## src/rtl/button_pkg.sv

```systemverilog
// Shared types and helpers for the button event block: widths, event record, priority encoder.
// Combinational only; no latency or backpressure of its own.
package button_pkg;

    localparam int MAX_BTN = 15;
    localparam int IDX_W   = 5;

    function automatic int btn_w(input int n_btn);
        return $clog2(n_btn) + 1;
    endfunction

    function automatic logic [IDX_W-1:0] none_idx(input int n_btn);
        return IDX_W'((1 << btn_w(n_btn)) - 1);
    endfunction

    typedef struct packed {
        logic             press;
        logic [IDX_W-1:0] idx;
    } event_t;

    // Result is {found, index}; scanning downwards leaves the lowest set index.
    function automatic logic [IDX_W:0] prio_enc(input logic [MAX_BTN-1:0] v);
        logic [IDX_W:0] r;
        r = '0;
        for (int i = MAX_BTN - 1; i >= 0; i--) begin
            if (v[i]) begin
                r = {1'b1, IDX_W'(i)};
            end
        end
        return r;
    endfunction

endpackage

```

## src/rtl/button_events_debounce.sv

```systemverilog
// One button: 2-FF synchroniser, stability counter and stable bit; stable bit flips DEBOUNCE_CYCLES+1 edges after sampling.
// No backpressure; changed is a combinational strobe for the edge on which the stable bit flips.
module btn_debounce #(
    parameter int DEBOUNCE_CYCLES = 16384
) (
    input  logic clk,
    input  logic rst_n,
    input  logic btn_raw,
    output logic pressed,
    output logic changed
);

    localparam int CW = $clog2(DEBOUNCE_CYCLES + 1);
    localparam logic [CW-1:0] CNT_LAST = CW'(DEBOUNCE_CYCLES - 1);

    logic          sync1_q, sync1_d;
    logic          sync2_q, sync2_d;
    logic          s_q, s_d;
    logic [CW-1:0] cnt_q, cnt_d;
    logic          flip;

    always_comb begin
        sync1_d = btn_raw;
        sync2_d = sync1_q;
        s_d     = s_q;
        cnt_d   = '0;
        flip    = 1'b0;
        if (sync2_q != s_q) begin
            if (cnt_q == CNT_LAST) begin
                flip = 1'b1;
                s_d  = ~s_q;
            end else begin
                cnt_d = cnt_q + 1'b1;
            end
        end
    end

    // Raw level is active-low, so everything resets to 1 (released).
    always_ff @(posedge clk or negedge rst_n) begin
        if (!rst_n) begin
            sync1_q <= 1'b1;
            sync2_q <= 1'b1;
            s_q     <= 1'b1;
            cnt_q   <= '0;
        end else begin
            sync1_q <= sync1_d;
            sync2_q <= sync2_d;
            s_q     <= s_d;
            cnt_q   <= cnt_d;
        end
    end

    assign pressed = ~s_q;
    assign changed = flip;

endmodule

```

## src/rtl/button_events.sv

```systemverilog
// Debounced buttons -> held index plus press/release event FIFO; events enter the FIFO one edge after the debounced flip.
// A full FIFO holds events in the pending mask; a second flip of a still-pending button drops both and sets ev_lost.
module button_events
    import button_pkg::*;
#(
    parameter int N_BTN           = 8,
    parameter int DEBOUNCE_CYCLES = 16384,
    parameter int FIFO_DEPTH      = 4
) (
    input  logic                     clk,
    input  logic                     rst_n,
    input  logic [N_BTN-1:0]         btn,
    output logic [N_BTN-1:0]         btn_state,
    output logic [$clog2(N_BTN):0]   button,
    output logic                     ev_valid,
    input  logic                     ev_ready,
    output logic                     ev_press,
    output logic [$clog2(N_BTN):0]   ev_btn,
    output logic                     ev_lost,
    input  logic                     ev_lost_clr
);

    localparam int BTN_W = btn_w(N_BTN);
    localparam logic [BTN_W-1:0] NONE = {BTN_W{1'b1}};
    localparam int AW = $clog2(FIFO_DEPTH);

    logic [N_BTN-1:0]   s_press;
    logic [N_BTN-1:0]   changed;

    for (genvar g = 0; g < N_BTN; g++) begin : g_db
        btn_debounce #(
            .DEBOUNCE_CYCLES(DEBOUNCE_CYCLES)
        ) u_db (
            .clk    (clk),
            .rst_n  (rst_n),
            .btn_raw(btn[g]),
            .pressed(s_press[g]),
            .changed(changed[g])
        );
    end

    logic [BTN_W-1:0]   button_q, button_d;
    logic [N_BTN-1:0]   pend_q, pend_d;
    logic [N_BTN-1:0]   pend_base, pend_clr;
    logic               ev_lost_q, ev_lost_d;
    logic [AW:0]        wr_q, wr_d, rd_q, rd_d;
    event_t             mem_q [FIFO_DEPTH];
    event_t             mem_d [FIFO_DEPTH];
    event_t             push_ev, head;
    logic [IDX_W:0]     held_enc, pend_enc;
    logic               empty, full, push, pop, lost;

    assign held_enc = prio_enc(MAX_BTN'(s_press));
    assign pend_enc = prio_enc(MAX_BTN'(pend_q));
    assign empty    = (wr_q == rd_q);
    assign full     = (wr_q[AW] != rd_q[AW]) && (wr_q[AW-1:0] == rd_q[AW-1:0]);
    assign head     = mem_q[rd_q[AW-1:0]];

    always_comb begin
        button_d = held_enc[IDX_W] ? held_enc[BTN_W-1:0] : NONE;

        push = !full && (|pend_q);
        pop  = !empty && ev_ready;
        for (int i = 0; i < N_BTN; i++) begin
            pend_clr[i] = push && (pend_enc[IDX_W-1:0] == IDX_W'(i));
        end
        push_ev.press = |(s_press & pend_clr);
        push_ev.idx   = pend_enc[IDX_W-1:0];

        // A flip on a bit that is still pending after this cycle's push cancels it.
        pend_base = pend_q & ~pend_clr;
        pend_d    = pend_base ^ changed;
        lost      = |(pend_base & changed);
        ev_lost_d = lost | (ev_lost_q & ~ev_lost_clr);

        mem_d = mem_q;
        if (push) begin
            mem_d[wr_q[AW-1:0]] = push_ev;
        end
        wr_d = wr_q + {{AW{1'b0}}, push};
        rd_d = rd_q + {{AW{1'b0}}, pop};
    end

    always_ff @(posedge clk or negedge rst_n) begin
        if (!rst_n) begin
            button_q  <= NONE;
            pend_q    <= '0;
            ev_lost_q <= 1'b0;
            wr_q      <= '0;
            rd_q      <= '0;
            for (int i = 0; i < FIFO_DEPTH; i++) begin
                mem_q[i] <= '0;
            end
        end else begin
            button_q  <= button_d;
            pend_q    <= pend_d;
            ev_lost_q <= ev_lost_d;
            wr_q      <= wr_d;
            rd_q      <= rd_d;
            mem_q     <= mem_d;
        end
    end

    assign btn_state = s_press;
    assign button    = button_q;
    assign ev_valid  = !empty;
    assign ev_press  = ev_valid & head.press;
    assign ev_btn    = ev_valid ? head.idx[BTN_W-1:0] : '0;
    assign ev_lost   = ev_lost_q;

    logic unused_bits;
    assign unused_bits = ^{head.idx, held_enc, pend_enc};

endmodule

```

## config.mk

```make
export PLATFORM = sky130hd
export DESIGN_NAME = button_events
export DESIGN_NICKNAME = d
export VERILOG_FILES = /design/src/rtl/button_pkg.sv /design/src/rtl/button_events_debounce.sv /design/src/rtl/button_events.sv
export SDC_FILE = /design/constraint.sdc
export NUM_CORES = 1
export LEC_CHECK = 0
export BUFFER_PORTS_ARGS = -buffer_cell sky130_fd_sc_hd__buf_2
export CAP_MARGIN = 5
export CORE_ASPECT_RATIO = 1.4
export CORE_MARGIN = 2
export CORE_UTILIZATION = 51
export CTS_CLUSTER_SIZE = 25
export DETAILED_ROUTE_END_ITERATION = 8
export PLACE_DENSITY = 0.72
export SYNTH_ARGS = -nofsm -noshare
export SYNTH_HDL_FRONTEND = slang
export SYNTH_SLANG_ARGS = --single-unit
export TNS_END_PERCENT = 5
```

## constraint.sdc

```tcl
create_clock -name clk -period 2.6 [get_ports clk]
set_clock_uncertainty 0.1 [all_clocks]
set_input_delay 0.26 -clock clk [delete_from_list [all_inputs] [get_ports clk]]
set_output_delay 0.26 -clock clk [all_outputs]
set_load 0.05 [all_outputs]
```

# [Word level (Yosys, flattened, before mapping)]
# Cells that the tools add are included.
[word_totals] ff_bits=187 elab_cells=185 inputBits=12 out_inout_bits=19
[classes] magnitude_cmp=3 n_reduce_logical=26 n_addsub=10 bitwise=19 muxes=56 eq_ne=26
[ops] op="$mux 15" n=16
[ops] op="$add 15x1->15 const B" n=8
[ops] op="$eq 15x14->1 const B" n=8
[ops] op="$mux 6" n=11
[ops] op="$mux 5" n=7
[ops] op="$and 8x8->8" n=3
[ops] op="$bwmux 24" n=1
[ops] op="$reduce_or 8->1" n=3
[ops] op="$eq 5x3->1 const B" n=4
[ops] op="$mux 1" n=16
[ops] op="$reduce_and 2->1" n=8
[ops] op="$bmux 6 s2" n=1
[ops] op="$demux 6 s2" n=1
[ops] op="$logic_and 1x1->1" n=12
[ops] op="$eq 5x2->1 const B" n=2
[ops] op="$ne 1x1->1" n=9
[ops] op="$not 1->1" n=9
[ops] op="$mux 4" n=2
[ops] op="$not 8->8" n=1
[ops] op="$xor 8x8->8" n=1
[ops] op="$add 3x1->3" n=2
[ops] op="$ge 3x3->1 const B" n=2
[ops] op="$not 2->3" n=2
[ops] op="$eq 5x1->1 const B" n=1
[ops] op="other kinds (8)" n=10

# [Depth between registers and ports, before layout]
[depth] depth_word=15 depth_mapped=9 ltp_nobuf=8

# [Cells and area by module]
# Synthesis repeated with hierarchy kept, for this count alone.
[unflattened] hier_cells=768 area_unflattened_um2=8577.0
[modules_own_cells] module="btn_debounce" cells_per_inst=76 area_each_um2=839.6 instances=8
[modules_own_cells] module="button_events" cells_per_inst=160 area_each_um2=1860.5 instances=1

# [Least setup slack after synthesis]
# Ideal clock, no wire load.
[synth_path] path_kind="register to register" from="register pend_q[0]" to="register ev_lost_q, in the netlist ev_lost" stages_incl_launch_ff=7 n_path_buf=0 arrival_ps=1870 setup_time_ps=135 setup_slack_ps=494 cell_sequence="dfrtp_1 > nor4_1 > nand2_1 > o41a_1 > ha_1 > nor4_1 > nand3_1"
[synth_via] elab_chain_len=8
[synth_rtl] element="start, declared" line="button_events.sv:43" text="logic [N_BTN-1:0] pend_q, pend_d;"
[synth_rtl] element="start signal, assigned" line="button_events.sv:96" text="pend_q <= pend_d;"
[synth_rtl] element="$mux 5 or $reduce_or 8->1 (tied branches)" line="button_pkg.sv:26, button_events.sv:62"
[synth_rtl] element="$eq 5x1->1, or another cell as far along" line="button_events.sv:65" text="pend_clr[i] = push && (pend_enc[IDX_W-1:0] == IDX_W'(i));"
[synth_rtl] element="$logic_and 1x1->1" line="button_events.sv:65"
[synth_rtl] element="$not 8->8" line="button_events.sv:71" text="pend_base = pend_q & ~pend_clr;"
[synth_rtl] element="$and 8x8->8 *" line="button_events.sv:71"
[synth_rtl] element="$and 8x8->8 *" line="button_events.sv:73" text="lost = |(pend_base & changed);"
[synth_rtl] element="$reduce_or 8->1 *" line="button_events.sv:73"
[synth_rtl] element="$or 1x1->1 *" line="button_events.sv:74" text="ev_lost_d = lost | (ev_lost_q & ~ev_lost_clr);"
[synth_rtl] element="via ev_lost_d" line="button_events.sv:45" text="logic ev_lost_q, ev_lost_d;"
[synth_rtl] element="end signal, assigned" line="button_events.sv:97" text="ev_lost_q <= ev_lost_d;"
[synth_rtl] element="end, declared" line="button_events.sv:45"
# Mark *: on every way through the listed nets, which the timed path passes. The rest lies on a longest branch.
# A chain may end at the register's enable or synchronous reset.

# [Worst setup path in the final report]
[layout_path] from="register pend_q[2]" to="register ev_lost_q, in the netlist ev_lost"
[layout_via] elab_chain_len=10
[layout_rtl] element="$mux 5 (3 in series)" line="button_pkg.sv:26" text="if (v[i]) begin"
[layout_rtl] element="$eq 5x1->1, or another cell as far along" line="button_events.sv:65"
[layout_rtl] element="$logic_and 1x1->1" line="button_events.sv:65"
[layout_rtl] element="$not 8->8" line="button_events.sv:71"
[layout_rtl] element="$and 8x8->8 *" line="button_events.sv:71"
[layout_rtl] element="$and 8x8->8 *" line="button_events.sv:73"
[layout_rtl] element="$reduce_or 8->1 *" line="button_events.sv:73"
[layout_rtl] element="$or 1x1->1 *" line="button_events.sv:74"
[layout_rtl] element="via ev_lost_d" line="button_events.sv:45"
# Marked as above.

==> results.yml <==
worst_setup_path:
  worstPathArrival_ps: 2550
  critPathKind: "reg -> reg"
  critPathRequiredTime_ps: 2790
  cp-start-kind: "flop"
  slowest_delay_ps: 530
  crit_chain: "nor4_1 > and2_1 > a31oi_1 > ha_1 > nor4_1 > nand3_1"
  cp_common_cell: "nor4_1"
  endpoint_kind: "flop"
  cp_max_fo: 8
  slowest_stage: "nor4_1"
logic_synthesis:
  synth.distinct_cells: 50
  synth_compound_area_share_pct: 3.11
  synth-seq-cells: 179
  yosysMostFrequentCell: "dfrtp_1"
  yosysTopAreaCellShare_pct: 46.1
  synth-simple-area-share_pct: 19.7
  yosysTopAreaCell: "dfrtp_1"
  synthFlopType: "dfrtp_1"
  syn_nets: 778
  synth_edf_count: 0
  synthAdderAreaFrac_pct: 3.05
  syn_inst: 746
  synth-warning-count: 0
  async_reset_ff_share_pct: 100
  yosysSeqAreaShare_pct: 55.0
  synth_top_family_by_area: "simple AND/OR/NAND/NOR gates"
  netlist_area_um2: 8210
  synth_area_leaders: "dfrtp_1 46%, dfstp_2 9.0%, xor2_1 7.3%"
  avgSynthCellArea_um2: 11.0
  synth_xor_area_share_pct: 12.5
  synthMuxAreaShare_pct: 3.93
  synth.top_cells.by_count: "151 x dfrtp_1, 138 x nor2_1, 68 x xor2_1"
clock_network:
  clk_latency_ps: 420
  root_buffer: "clkbuf_16"
  ctsResizeCount: 0
  cts.sinks: 179
  numCtsBuffers: 17
  clockBufferDepth: 2
  cts_tree: "yes"
  htree_levels: 4
  path_clk_slew_ps: 60
detailed_routing:
  first_iter_violations: 328
  route.vias.total: 5363
  drc: 0
  drtPass1Iterations: 4
  wirelength_um: 15000
  vias_per_cell: 5.40
  detail-route-antenna-nets: 0
  wl_per_cell_um: 15.1
grt:
  grt_overflow: 0
  grt_util_met3_pct: 4.41
  grt_pass1_vias: 5535
  top_usage_layer: "met2"
  grt_usage_pct: 18.6
  grtUsageMet1_pct: 22.0
  antenna_found_initial: 0
  grt_use_met2_pct: 33.1
  grt_max_degree: 70
  grt_pass1_wl_um: 25900
sta:
  worst_pin_slew_ps: 653
  slew_viol_final: 0
  layout_setup_ws_ps: 239
  max_freq_ghz: 0.424
  maxSlewHeadroom_pct: 56.4
  fin_setup_tns_ps: 0
  finalSetupViolCount: 0
  period_minus_slack_ps: 2360
  rsz0062_at_grt: "no"
  fin_crit_sh_pct: 90.8
  finalHoldViolations: 0
placement:
  post-place-ws_ps: 272
  port_buffers: 29
  gp_congestion: 0.808
  dpl.hpwl_um: 10700
layout:
  area_growth_pct: 12.2
  num_antenna_cells: 0
  num-nets-final: 817
  drive_gt1_share_pct: 15.0
run_status:
  status: "complete, no violations"
pwr:
  ir_drop_uv: 500
  p_leak_nw: 4.34
  power.density_nw_per_um2: 645
worst_hold_path:
  holdCritPathClass: "in -> reg"
floorplan:
  die_y_um: 154
  ios: 31
  die-area_um2: 17100
  core_um2: 15700
  start_util_pct: 52.3
  dieWidth_um: 111
  rows: 54
flow_run:
  maxCapViolations: 0
per-stage QoR:
| stage | instance area (um^2) | hold WS, ps | power (mW) | cells | util [%] |
|---|---|---|---|---|---|
| after floorplan | 8210 | -136 | 3.19 | 746 | - |
| after global placement | 8510 | 200 | 3.36 | 953 | 54.3 |
| after detailed placement | 8510 | 209 | 3.37 | 953 | 54.3 |
| after CTS | 9210 | 34.3 | 6.02 | 994 | 58.7 |
| after global routing | 9210 | 36.9 | 6.17 | 994 | 58.7 |
| final | 9210 | 51.3 | 5.94 | 994 | 58.7 |
critical path, delay by kind of cell (launching register included):
| kind | cells | cell delay, ps |
|---|---|---|
| fa+ha+maj | 1 | 200 |
| simple gates | 4 | 1330 |
| flops | 1 | 460 |
| compound gates | 1 | 130 |
power breakdown:
group | internal (mW) | leakage [nW] | total [mW] | switching, mW
clock network | 1.59 | 0.295 | 2.62 | 1.02
logic | 0.148 | 1.67 | 0.397 | 0.249
registers | 2.87 | 2.38 | 2.92 | 0.0584
final cells by class:
class | instances | area (um^2)
Inverter | 15 | 56.3
Fill cell | 1308 | 6470
Tap cell | 196 | 245
Clock inverter | 8 | 125
Timing Repair Buffer | 46 | 314
Sequential cell | 179 | 4510
Multi-Input combinational cell | 526 | 3470
Clock buffer | 24 | 482
metal layers:
| layer | up-vias | wire, um |
|---|---|---|
| li1 | 2585 | - |
| met4 | 0 | 164 |
| met1 | 2675 | 6390 |
| met5 | - | 0 |
| met3 | 15 | 499 |
| met2 | 88 | 7960 |
repair_timing:
item                      in CTS  in global routing
buffers inserted               0                  0
hold endpoints to repair      63                  0
hold buffers                   9                  0
worst paths after layout:
| kind | start | end | slack, ps | cells past startpoint |
|---|---|---|---|---|
| worst max-delay path | pend_q[2]$_DFF_PN0_ | ev_lost$_DFF_PN0_ | 240 | 6 |
| worst min-delay path | ev_lost_clr | ev_lost$_DFF_PN0_ | 50 | 3 |
| worst max register to register | pend_q[2]$_DFF_PN0_ | ev_lost$_DFF_PN0_ | 240 | 6 |
| worst min register to register | g_db[3].u_db.sync1_q$_DFF_PN1_ | g_db[3].u_db.sync2_q$_DFF_PN1_ | 260 | 0 |
| max in group asynchronous | rst_n | g_db[0].u_db.sync1_q$_DFF_PN1_ | 1240 | 3 |
| min in group asynchronous | rst_n | g_db[7].u_db.cnt_q[10]$_DFF_PN0_ | 300 | 2 |
cell families (layout without fill, tap and decap cells):
kind of cell,Yosys count,in the layout
fa+ha+maj,20,20
simple gates,329,329
xor+xnor,117,117
other cells,1,1
mux,22,22
compound gates,37,37
buf+inv,41,93
flops,179,179
state kept, by name, indices dropped and copies added (netlist names):
| name | cells |
|---|---|
| g_db.u_db.cnt_q | 120 |
| mem_q | 16 |
| g_db.u_db.s_q | 8 |
| g_db.u_db.sync1_q | 8 |
| g_db.u_db.sync2_q | 8 |
| pend_q | 8 |
| button | 4 |
| rd_q | 3 |
| wr_q | 3 |
| ev_lost | 1 |
layout by cell type (no fill, tap or decap), types with 2 or more instances in the layout:
| master | n |
|---|---|
| clkbuf_8 | 3 |
| nor4_1 | 4 |
| nand4_1 | 17 |
| nand2b_1 | 3 |
| clkbuf_16 | 17 |
| bufinv_16 | 3 |
| mux2_4 | 8 |
| clkinv_2 | 2 |
| nor3_1 | 3 |
| a31oi_1 | 10 |
| inv_1 | 15 |
| dfrtp_1 | 151 |
| and4_1 | 15 |
| nand3b_1 | 7 |
| ha_1 | 20 |
| inv_6 | 2 |
| a21oi_1 | 12 |
| nor2_1 | 138 |
| buf_2 | 28 |
| and2_1 | 3 |
| xor2_1 | 68 |
| nand3_1 | 20 |
| nor2b_1 | 6 |
| nand2_1 | 57 |
| clkbuf_1 | 4 |
| mux4_2 | 4 |
| o21a_1 | 2 |
| dfstp_2 | 28 |
| buf_4 | 7 |
| mux2_2 | 10 |
| dlygate4sd3_1 | 9 |
| and3b_1 | 2 |
| xnor2_1 | 49 |
| and3_1 | 47 |
No activity file was read; power rests on OpenSTA's default activity.
